[config.mk]
export PLATFORM = sky130hd
export DESIGN_NAME = age_ordered_issue_select_flat
export DESIGN_NICKNAME = d
export VERILOG_FILES = /design/src/rtl/age_ordered_issue_select_pkg.sv /design/src/rtl/age_ordered_issue_select_if.sv /design/src/rtl/age_ordered_issue_select_age_matrix.sv /design/src/rtl/age_ordered_issue_select.sv /design/src/flat_wrapper.sv
export SDC_FILE = /design/constraint.sdc
export NUM_CORES = 1
export LEC_CHECK = 0
export ABC_CLOCK_PERIOD_IN_PS = 4900
export CAP_MARGIN = 20
export CORE_MARGIN = 2
export CORE_UTILIZATION = 30
export DETAILED_ROUTE_END_ITERATION = 8
export PLACE_DENSITY = 0.55
export SKIP_LAST_GASP = 1
export SYNTH_ARGS = -nofsm -noshare
export SYNTH_HDL_FRONTEND = slang
export SYNTH_HIERARCHICAL = 1
export SYNTH_SLANG_ARGS = --single-unit
[constraint.sdc]
create_clock -name clk -period 4.9 [get_ports clk]
set_clock_uncertainty 0.15 [all_clocks]
set_input_delay 0.735 -clock clk [delete_from_list [all_inputs] [get_ports clk]]
set_output_delay 0.735 -clock clk [all_outputs]
set_load 0.005 [all_outputs]
[src/rtl/age_ordered_issue_select_pkg.sv]
// age_ordered_issue_select_pkg: shared defaults, select-mode enum and index-width helper for the issue queue
package age_ordered_issue_select_pkg;
    localparam int QUEUE_DEPTH_DEF = 8;
    localparam int ISSUE_WIDTH_DEF = 2;
    typedef enum logic {SEL_LOWEST_INDEX, SEL_OLDEST_FIRST} sel_mode_e;
    function automatic int idx_w(input int depth);
        return $clog2(depth);
    endfunction
endpackage

[src/rtl/age_ordered_issue_select_if.sv]
// age_ordered_issue_select_if: dispatch/wakeup/issue-port bundle between rename and the issue queue
interface age_ordered_issue_select_if
    import age_ordered_issue_select_pkg::*;
#(
    parameter int QUEUE_DEPTH = QUEUE_DEPTH_DEF,
    parameter int ISSUE_WIDTH = ISSUE_WIDTH_DEF
);
    localparam int IW = idx_w(QUEUE_DEPTH);
    logic alloc_req;
    logic alloc_ack;
    logic [IW-1:0] alloc_idx;
    logic full;
    logic [IW:0] free_count;
    logic [QUEUE_DEPTH-1:0] occupied;
    logic [QUEUE_DEPTH-1:0] slot_ready;
    logic [ISSUE_WIDTH-1:0] issue_valid;
    logic [ISSUE_WIDTH*IW-1:0] issue_idx;
    logic [ISSUE_WIDTH-1:0] issue_ack;
    logic flush;
    modport master (
        output alloc_req, slot_ready, issue_ack, flush,
        input alloc_ack, alloc_idx, full, free_count, occupied, issue_valid, issue_idx
    );
    modport slave (
        input alloc_req, slot_ready, issue_ack, flush,
        output alloc_ack, alloc_idx, full, free_count, occupied, issue_valid, issue_idx
    );
endinterface

[src/rtl/age_ordered_issue_select_age_matrix.sv]
// age_ordered_issue_select_age_matrix: older[i][j] age state plus successive oldest-among-candidate picks
module age_ordered_issue_select_age_matrix
    import age_ordered_issue_select_pkg::*;
#(
    parameter int QUEUE_DEPTH = QUEUE_DEPTH_DEF,
    parameter int ISSUE_WIDTH = ISSUE_WIDTH_DEF
) (
    input  logic clk,
    input  logic rst,
    input  logic alloc_en,
    input  logic [idx_w(QUEUE_DEPTH)-1:0] alloc_idx,
    input  logic [QUEUE_DEPTH-1:0] cand,
    output logic [ISSUE_WIDTH-1:0][QUEUE_DEPTH-1:0] oldest
);
    localparam logic [QUEUE_DEPTH-1:0] ONE = 1;
    logic [QUEUE_DEPTH-1:0] older [QUEUE_DEPTH];
    logic [QUEUE_DEPTH-1:0] col [QUEUE_DEPTH];
    logic [QUEUE_DEPTH-1:0] mask;
    // new entry is younger than everyone: its row clears, its column sets
    always_ff @(posedge clk or posedge rst) begin
        if (rst) begin
            for (int i = 0; i < QUEUE_DEPTH; i++) older[i] <= '0;
        end else if (alloc_en) begin
            for (int i = 0; i < QUEUE_DEPTH; i++)
                older[i] <= (i == int'(alloc_idx)) ? '0 : (older[i] | (ONE << alloc_idx));
        end
    end
    always_comb begin
        for (int i = 0; i < QUEUE_DEPTH; i++)
            for (int j = 0; j < QUEUE_DEPTH; j++)
                col[i][j] = older[j][i];
    end
    // a slot is oldest when no remaining candidate is older than it
    always_comb begin
        mask = cand;
        oldest = '0;
        for (int k = 0; k < ISSUE_WIDTH; k++) begin
            for (int i = 0; i < QUEUE_DEPTH; i++)
                oldest[k][i] = mask[i] && ((col[i] & mask) == '0);
            mask = mask & ~oldest[k];
        end
    end
endmodule

[src/rtl/age_ordered_issue_select.sv]
// age_ordered_issue_select: issue-queue occupancy tracker with allocate, multi-port select and ack-free
module age_ordered_issue_select
    import age_ordered_issue_select_pkg::*;
#(
    parameter int QUEUE_DEPTH = QUEUE_DEPTH_DEF,
    parameter int ISSUE_WIDTH = ISSUE_WIDTH_DEF,
    parameter int AGE_ORDER = 1
) (
    input logic clk,
    input logic rst,
    age_ordered_issue_select_if.slave bus
);
    localparam int IW = idx_w(QUEUE_DEPTH);
    localparam sel_mode_e MODE = sel_mode_e'(AGE_ORDER != 0);
    localparam logic [QUEUE_DEPTH-1:0] ONE = 1;
    logic [QUEUE_DEPTH-1:0] occ;
    logic [QUEUE_DEPTH-1:0] cand;
    logic [QUEUE_DEPTH-1:0] freed;
    logic [ISSUE_WIDTH-1:0][QUEUE_DEPTH-1:0] sel;
    logic [IW:0] cnt;
    logic [IW-1:0] free_idx;
    assign cand = occ & bus.slot_ready;
    always_comb begin
        cnt = '0;
        free_idx = '0;
        for (int i = QUEUE_DEPTH - 1; i >= 0; i--) begin
            cnt = cnt + {{IW{1'b0}}, ~occ[i]};
            free_idx = occ[i] ? free_idx : IW'(i);
        end
    end
    assign bus.occupied = occ;
    assign bus.free_count = cnt;
    assign bus.full = (cnt == '0);
    assign bus.alloc_idx = free_idx;
    // reset and flush both veto allocation so no slot is claimed into cleared state
    assign bus.alloc_ack = bus.alloc_req && !bus.full && !bus.flush && !rst;
    if (MODE == SEL_OLDEST_FIRST) begin : g_age
        age_ordered_issue_select_age_matrix #(
            .QUEUE_DEPTH(QUEUE_DEPTH),
            .ISSUE_WIDTH(ISSUE_WIDTH)
        ) u_age (
            .clk(clk),
            .rst(rst),
            .alloc_en(bus.alloc_ack),
            .alloc_idx(free_idx),
            .cand(cand),
            .oldest(sel)
        );
    end else begin : g_low
        logic [QUEUE_DEPTH-1:0] mask;
        always_comb begin
            mask = cand;
            sel = '0;
            for (int k = 0; k < ISSUE_WIDTH; k++) begin
                for (int i = 0; i < QUEUE_DEPTH; i++)
                    sel[k][i] = mask[i] && ((mask & ((ONE << i) - ONE)) == '0);
                mask = mask & ~sel[k];
            end
        end
    end
    always_comb begin
        bus.issue_idx = '0;
        bus.issue_valid = '0;
        freed = '0;
        for (int k = 0; k < ISSUE_WIDTH; k++) begin
            bus.issue_valid[k] = |sel[k];
            freed = freed | ((bus.issue_ack[k] && bus.issue_valid[k]) ? sel[k] : '0);
            for (int i = 0; i < QUEUE_DEPTH; i++)
                bus.issue_idx[k*IW +: IW] = bus.issue_idx[k*IW +: IW] | (sel[k][i] ? IW'(i) : '0);
        end
    end
    always_ff @(posedge clk or posedge rst) begin
        if (rst) occ <= '0;
        else occ <= bus.flush ? '0 : ((occ & ~freed) | (bus.alloc_ack ? (ONE << free_idx) : '0));
    end
endmodule
[src/flat_wrapper.sv]
// flat-port wrapper written by rule: the top's interface ports become plain ports
module age_ordered_issue_select_flat import age_ordered_issue_select_pkg::*;
#(
    parameter int QUEUE_DEPTH = QUEUE_DEPTH_DEF,
    parameter int ISSUE_WIDTH = ISSUE_WIDTH_DEF,
    parameter int AGE_ORDER = 1
)
  (clk, rst, bus_alloc_req, bus_slot_ready, bus_issue_ack, bus_flush, bus_alloc_ack, bus_alloc_idx, bus_full, bus_free_count, bus_occupied, bus_issue_valid, bus_issue_idx);
  age_ordered_issue_select_if #(.QUEUE_DEPTH(QUEUE_DEPTH), .ISSUE_WIDTH(ISSUE_WIDTH)) bus_i ();
  input logic clk;
  input logic rst;
  input wire logic [$bits(bus_i.alloc_req)-1:0] bus_alloc_req;
  input wire logic [$bits(bus_i.slot_ready)-1:0] bus_slot_ready;
  input wire logic [$bits(bus_i.issue_ack)-1:0] bus_issue_ack;
  input wire logic [$bits(bus_i.flush)-1:0] bus_flush;
  output wire logic [$bits(bus_i.alloc_ack)-1:0] bus_alloc_ack;
  output wire logic [$bits(bus_i.alloc_idx)-1:0] bus_alloc_idx;
  output wire logic [$bits(bus_i.full)-1:0] bus_full;
  output wire logic [$bits(bus_i.free_count)-1:0] bus_free_count;
  output wire logic [$bits(bus_i.occupied)-1:0] bus_occupied;
  output wire logic [$bits(bus_i.issue_valid)-1:0] bus_issue_valid;
  output wire logic [$bits(bus_i.issue_idx)-1:0] bus_issue_idx;
  assign bus_i.alloc_req = bus_alloc_req;
  assign bus_i.slot_ready = bus_slot_ready;
  assign bus_i.issue_ack = bus_issue_ack;
  assign bus_i.flush = bus_flush;
  assign bus_alloc_ack = bus_i.alloc_ack;
  assign bus_alloc_idx = bus_i.alloc_idx;
  assign bus_full = bus_i.full;
  assign bus_free_count = bus_i.free_count;
  assign bus_occupied = bus_i.occupied;
  assign bus_issue_valid = bus_i.issue_valid;
  assign bus_issue_idx = bus_i.issue_idx;
  age_ordered_issue_select #(.QUEUE_DEPTH(QUEUE_DEPTH), .ISSUE_WIDTH(ISSUE_WIDTH), .AGE_ORDER(AGE_ORDER)) u_core (.clk(clk), .rst(rst), .bus(bus_i));
endmodule
==> Flow_metrics.wiki <==
{| class="wikitable"
! Metric !! Value
|-
| Routed Wire Length || 13,300 um
|-
| CP Buf/Inv Count || 4
|-
| Grt ovf || 0
|-
| Global Route Usage Sum || 0.194
|-
| Routed via count || 3,666
|-
| Number of DRC violations after detailed-routing iteration 0 || 372
|-
| Diodes inserted || 0
|-
| CP endpoint kind || output pin
|-
| Synth Net Count || 452
|-
| List of most frequent post-synthesis cells || 72 x sky130_fd_sc_hd__dfrtp_1, 51 x sky130_fd_sc_hd__nor2_1, 45 x sky130_fd_sc_hd__inv_1, 25 x sky130_fd_sc_hd__nand2_1, 23 x sky130_fd_sc_hd__a22oi_1
|-
| Hold WS || 355 ps
|-
| Placed cell area || 4740 um2
|-
| Synthesis-stage register bit count || 72
|-
| Vias in the first global route || 3,779
|-
| Area growth syn-to-layout || 26.5%
|-
| Synthesis Warnings || 6
|-
| Top Ports || 39
|-
| Instance count after placement with tap cells included || 650
|-
| Clock buffer count from CTS || 9
|-
| Syn_area_per_cell || 9.41 um2
|-
| Fraction of power spent switching nets || 0.257
|-
| Wire length of the first global-routing pass || 21,300 um
|-
| Residual antenna-violating net count after detailed routing || 0
|-
| Worst Path Required || 4010 ps
|-
| CTS clock-pin slew for the worst setup and hold paths || 60 ps
|-
| Part of the total power dissipated in sequential elements || 0.449
|-
| Top area cells in the synthesized netlist || sky130_fd_sc_hd__dfrtp_1 45%, sky130_fd_sc_hd__nor2_1 4.7%, sky130_fd_sc_hd__a22oi_1 4.3%
|-
| Overall die area || 14,400 um2
|-
| Worst Setup Slack post-DPL || 140 ps
|-
| Startpoint type of the worst setup path || flip-flop
|-
| Fraction of registers with async set/reset || 1.00
|-
| Minimum setup slack in the final design || 22.6 ps
|-
| Die extent in x || 120 um
|-
| Via density per instance || 5.46
|-
| CTS H-tree lvls || 3
|-
| Antenna violations before repair || 0
|-
| Post-route core utilization || 0.387
|-
| Post-route insts no fill || 671
|-
| Clock tree sinks || 72
|-
| Detailed placement HPWL || 9840 um
|-
| Root buffer cell || sky130_fd_sc_hd__clkbuf_16
|-
| Clock latency of the later-clocked register in the worst-skew pair || 340 ps
|-
| MaxCap Viol Count || 0
|-
| Routed wire length per instance || 19.8 um
|-
| Largest area contributor in the synthesized netlist || sky130_fd_sc_hd__dfrtp_1
|-
| Critical path class || reg2out
|-
| Largest net degree at the start of global routing || 35
|-
| Cell with the most instances after synthesis || sky130_fd_sc_hd__dfrtp_1
|-
| DRC errors left || 0
|-
| Final clock period utilization by the worst path || 0.995
|-
| Status || finished clean
|-
| Site row count || 42
|-
| Cells along the critical path || fa_1 -> inv_1 -> fa_1 -> fa_1 -> ha_1 -> inv_1 -> fa_2 -> xnor2_2 -> a2111oi_4 -> buf_4 -> clkdlybuf4s50_1
|-
| Setup_tns || 0 ps
|-
| CTS tree || yes
|-
| Count of flip-flops with a built-in enable after synthesis || 0
|-
| CP max stage delay || 530 ps
|-
| Count of unique library cells instantiated by Yosys || 60
|-
| Total standard cell area after synthesis || 4040 um2
|-
| Static Leak || 2.28 nW
|-
| Power density over the cells || 304 nW/um2
|-
| Core Footprint || 13,200 um2
|-
| Final Total Pwr || 1.55 mW
|-
| Data arrival at the endpoint of the critical path || 3990 ps
|-
| Max Root-Sink Buffers || 2
|-
| Cells after Synth || 429
|-
| IO buf count || 38
|-
| Portion of synthesized cell area occupied by the leading cell type || 0.447
|-
| Hold Violations, Final || 0
|-
| Pre-antenna DRT Iters || 7
|-
| Chip Height || 120 um
|-
| Hold Buf Count CTS || 0
|-
| Initial cell density of the core || 0.306
|-
| Family of cells with the greatest summed delay on the critical path || adder cells
|-
| Post-layout minimum cycle time || 4880 ps
|-
| Worst path slowest cell || sky130_fd_sc_hd__fa_1
|-
| Switching power || 0.399 mW
|-
| Worst voltage drop across the vdd grid || 141 uV
|-
| Cell area after layout || 5110 um2
|-
| Class of the tightest hold or removal check || reg2reg
|-
| Sequential fraction of the synthesis area || 0.447
|-
| Setup repair after global routing missed its margin || true
|-
| Worst-path maximum fanout || 2
|-
| Final net count || 513
|-
| Fraction of final layout cells sized beyond drive strength 1 || 0.160
|-
| Most frequently used flop master after synthesis || sky130_fd_sc_hd__dfrtp_1
|-
| Slew @ Worst Pin || 905 ps
|-
| Critical Path Most Common Cell || sky130_fd_sc_hd__fa_1
|-
| Fmax || 205 MHz
|-
| Part of the total power dissipated in the clock network || 0.440
|-
| Final-report setup violation count || 0
|-
| Power share of the combinational group || 0.111
|-
| Worst slew slack as a fraction of its limit || 0.394
|-
| Max Transition Viols Final || 0
|-
| Placer's final routability congestion estimate || 0.973
|-
| Internal cell power || 1.15 mW
|}
## path summary, 6_finish.rpt
| kind | from | endpoint | slack, ps | cells after the start |
|---|---|---|---|---|
| max | u_core/bus.occupied[6] | bus_full | 20 | 11 |
| min | u_core/g_age.u_age/col[32] | u_core/g_age.u_age/col[32] | 360 | 2 |
| max reg2reg | u_core/bus.occupied[6] | u_core/g_age.u_age/col[40] | 340 | 17 |
| min reg2reg | u_core/g_age.u_age/col[32] | u_core/g_age.u_age/col[32] | 360 | 2 |
| max in group asynchronous | rst | u_core/g_age.u_age/col[13] | 2990 | 3 |
| min in group asynchronous | rst | u_core/bus.occupied[2] | 550 | 2 |
## final cells by class
cell class	instances	area [um2]
Clock inverter	5	62.6
Tap cell	176	220
Fill cell	1320	8080
Clock buffer	11	253
Multi-Input combinational cell	292	1970
Sequential cell	72	1800
Inverter	46	173
Timing Repair Buffer	69	624
## logic make-up after synthesis
group,Yosys count,synth area share
xor+xnor,1,0.00217
simple gates,158,0.203
fa+ha+maj,9,0.0353
flops,72,0.447
buf+inv,65,0.0682
compound gates,124,0.245
## power groups by stage
stage          Clock, mW  Sequential, mW  Combinational (mW)
3_5_place_dp           0           0.705               0.162
4_1_cts            0.700           0.695               0.170
2_1_floorplan          0           0.688              0.0984
6_report           0.683           0.698               0.172
5_1_grt            0.728           0.703               0.192
3_3_place_gp           0           0.706               0.161
## cell usage in the layout, fill, tap and decap left out, types with 4 or more instances in the layout
cell type	instances
sky130_fd_sc_hd__nand2_1	25
sky130_fd_sc_hd__inv_1	44
sky130_fd_sc_hd__nor2_1	51
sky130_fd_sc_hd__nand3_1	16
sky130_fd_sc_hd__a22oi_1	23
sky130_fd_sc_hd__a32oi_1	5
sky130_fd_sc_hd__ha_1	5
sky130_fd_sc_hd__and2_2	4
sky130_fd_sc_hd__a211o_1	4
sky130_fd_sc_hd__o211ai_1	7
sky130_fd_sc_hd__or4_1	7
sky130_fd_sc_hd__clkdlybuf4s50_1	37
sky130_fd_sc_hd__and2_1	14
sky130_fd_sc_hd__o22ai_1	5
sky130_fd_sc_hd__a22oi_2	6
sky130_fd_sc_hd__o21ai_0	18
sky130_fd_sc_hd__nand4_1	5
sky130_fd_sc_hd__dfrtp_1	72
sky130_fd_sc_hd__clkbuf_16	9
sky130_fd_sc_hd__buf_4	30
sky130_fd_sc_hd__a21oi_1	7
sky130_fd_sc_hd__nor3_1	11
sky130_fd_sc_hd__a21o_1	13
sky130_fd_sc_hd__o21a_1	6
sky130_fd_sc_hd__nor2b_1	5
## repair_timing
item | CTS | global route
pin swaps | 2 | 0
buffers inserted | 4 | 1
gates resized for setup | 3 | 3
endpoints found under the setup margin | 2 | 9
## worst reg2reg max path, stage by stage, from the launching register on
cell and delay (ps):
sky130_fd_sc_hd__dfrtp_1 400, sky130_fd_sc_hd__fa_1 530, sky130_fd_sc_hd__inv_1 50, sky130_fd_sc_hd__fa_1 450
sky130_fd_sc_hd__fa_1 500, sky130_fd_sc_hd__ha_1 170, sky130_fd_sc_hd__inv_1 60, sky130_fd_sc_hd__fa_2 350
sky130_fd_sc_hd__xnor2_2 210, sky130_fd_sc_hd__a2111oi_4 80, sky130_fd_sc_hd__buf_4 160, sky130_fd_sc_hd__or2_4 230
sky130_fd_sc_hd__inv_2 140, sky130_fd_sc_hd__and3b_1 410, sky130_fd_sc_hd__and2_1 250, sky130_fd_sc_hd__buf_4 210
sky130_fd_sc_hd__nor2_1 60, sky130_fd_sc_hd__nor2_1 80
## layer usage
layer,track usage,routed length (um)
met1,0.255,5840
met2,0.300,6060
met3,0.0523,1070
met4,0.0824,331
met5,0,0
(Power assumes the default switching activity.)
==> RTL edit (same settings) <==
The package constant `QUEUE_DEPTH_DEF` goes from 8 to 4.
--- a/src/rtl/age_ordered_issue_select_pkg.sv
+++ b/src/rtl/age_ordered_issue_select_pkg.sv
@@ -1,6 +1,6 @@
 // age_ordered_issue_select_pkg: shared defaults, select-mode enum and index-width helper for the issue queue
 package age_ordered_issue_select_pkg;
-    localparam int QUEUE_DEPTH_DEF = 8;
+    localparam int QUEUE_DEPTH_DEF = 4;
     localparam int ISSUE_WIDTH_DEF = 2;
     typedef enum logic {SEL_LOWEST_INDEX, SEL_OLDEST_FIRST} sel_mode_e;
     function automatic int idx_w(input int depth);
Ports: changed (5 resized); port bits go from 39 to 27. The function was not compared with the original's and may differ.
==> RTL edit against the unedited design <==
  * Wire length down 76%
  * Area after synthesis down 69%
  * Sequential cell count down 52
  * Design area down 68%
  * Sequential power down 74%
  * Total power down 78%
  * Count of clock-buffer cells in the layout down 7
  * Worst setup slack better by 620 ps
  * Combinational power down 75%
  * Critical path type is now in -> out
  * Critical endpoint is now bus_issue_valid[1]
  * Largest cell class unchanged
==> RTL edit: results (changes against the unedited design) <==
status completed (unchanged); Final TNS setup 0 ps (unchanged); number of synthesis warnings 6 (unchanged); NumNets Final 189 (was 513); placed cell areas 1572 µm² (was 4741 µm²); area growth from synthesis to layout 29.87% (was 26.54%); Iteration-0 DRC Markers 95 (was 372); crit path DAT 3380 ps (was 3990 ps); via/cell ratio 5.238 (was 5.463); Die ar. 4707 µm² (was 14390 µm²); DR pass1 iterations 4 (was 7); first-pass GRT wire length 5347 µm (was 21310 µm); TritonCTS Buffers 3 (was 9); # fillers 408 (was 1320); Primary FF master, synth dfrtp_1 (unchanged); layout cells sized above 1 10.40% (was 15.96%); hpwl dp 2478 µm (was 9843 µm); post-synth cell types 30 (was 60); synthesized net count 159 (was 452); PortBufs 26 (was 38); Overall Global Routing Usage 15.15% (was 19.41%); VDD IR max 0.00006845 V (was 0.0001406 V); Post-CTS Setup Bufs 0 (was 4); Gate Count Post-Synth 144 (was 429); vias in the first global route 1131 (was 3779); H-Tree Level Count 1 (was 3); Ant. Diodes 0 (unchanged); Post-CTS Resized 0 (was 3); Hold Path Class reg -> reg (unchanged); initial antenna violation count 0 (unchanged); worst skew pair latency 250 ps (was 340 ps); Cell Count, Final, Fillers Out 223 (was 671); most frequent cells after synthesis 26 x nand2_1, 20 x dfrtp_1, 17 x a21oi_1, 16 x inv_1, 8 x nor2_1 (was 72 x dfrtp_1, 51 x nor2_1, 45 x inv_1, 25 x nand2_1, 23 x a22oi_1); register area share after synthesis 39.96% (was 44.65%); CTS max path bufs 2 (unchanged); Max FO, Critical Path 8 (was 2); Clock Pin Slew Worst Setup and Hold Paths 70 ps; CTS root buffer clkbuf_8 (was clkbuf_16); Wirelength per Cell 14.23 µm (was 19.82 µm); largest net degree at the start of global routing 17 (was 35); Synth area leaders dfrtp_1 40%, nand2_1 7.8%, a21oi_1 6.8% (was dfrtp_1 45%, nor2_1 4.7%, a22oi_1 4.3%); cell leakage power 0.6975 nW (was 2.280 nW); Worst slew margin 55.75% (was 39.37%); global placer's final weighted congestion 0.9403 (was 0.9733); dpl ws 692.3 ps (was 139.6 ps); Synth async-reset ratio 100.0% (unchanged)
-- RTL edit: final cells by class --
type	instances	share of cell area, %
Timing Repair Buffer	26	16.00
Inverter	16	3.692
Sequential cell	20	30.77
Multi-Input combinational cell	107	42.31
Clock buffer	4	3.385
Tap cell	50	3.846
-- RTL edit: final timing paths --
path | end | slack, ps | startpoint | depth (start not counted)
worst max-delay path | bus_issue_valid[1] | 640 | bus_slot_ready[0] | 8
worst min-delay path | u_core/g_age.u_age/col[3] | 340 | u_core/g_age.u_age/col[3] | 1
worst max register to register | register | 1810 | u_core/bus.occupied[2] | 9
worst min register to register | u_core/g_age.u_age/col[3] | 340 | u_core/g_age.u_age/col[3] | 1
max in group asynchronous | u_core/g_age.u_age/col[15] | 3350 | rst | 2
min in group asynchronous | u_core/bus.occupied[1] | 650 | rst | 2
-- RTL edit: critical path, cell delays in order --
cell,delay [ps]
clkdlybuf4s50_1,390
and2_1,250
a222oi_1,630
a21oi_1,190
nor4_2,410
or2_2,190
or3_1,90
clkdlybuf4s50_1,490
-- RTL edit: report_power, final --
group          switching (mW)  internal (mW)
combinational          0.0225         0.0206
clock                  0.0539         0.0714
sequential            0.00683          0.173
total                  0.0832          0.265
-- RTL edit: kinds of logic after synthesis --
group,Yosys count,synth area share (%)
buf+inv,17,5.095
simple gates,64,29.57
fa+ha+maj,5,5.595
compound gates,38,19.78
flops,20,39.96
-- RTL edit: metal layers --
metal | share of wire, % | up-vias | GRT usage, %
met4 | 1.2 | 0 | 5.000
li1 | - | 564 | -
met5 | 0 | - | 0
met2 | 45 | 46 | 25.00
met3 | 6.9 | 4 | 2.597
met1 | 47 | 554 | 20.02
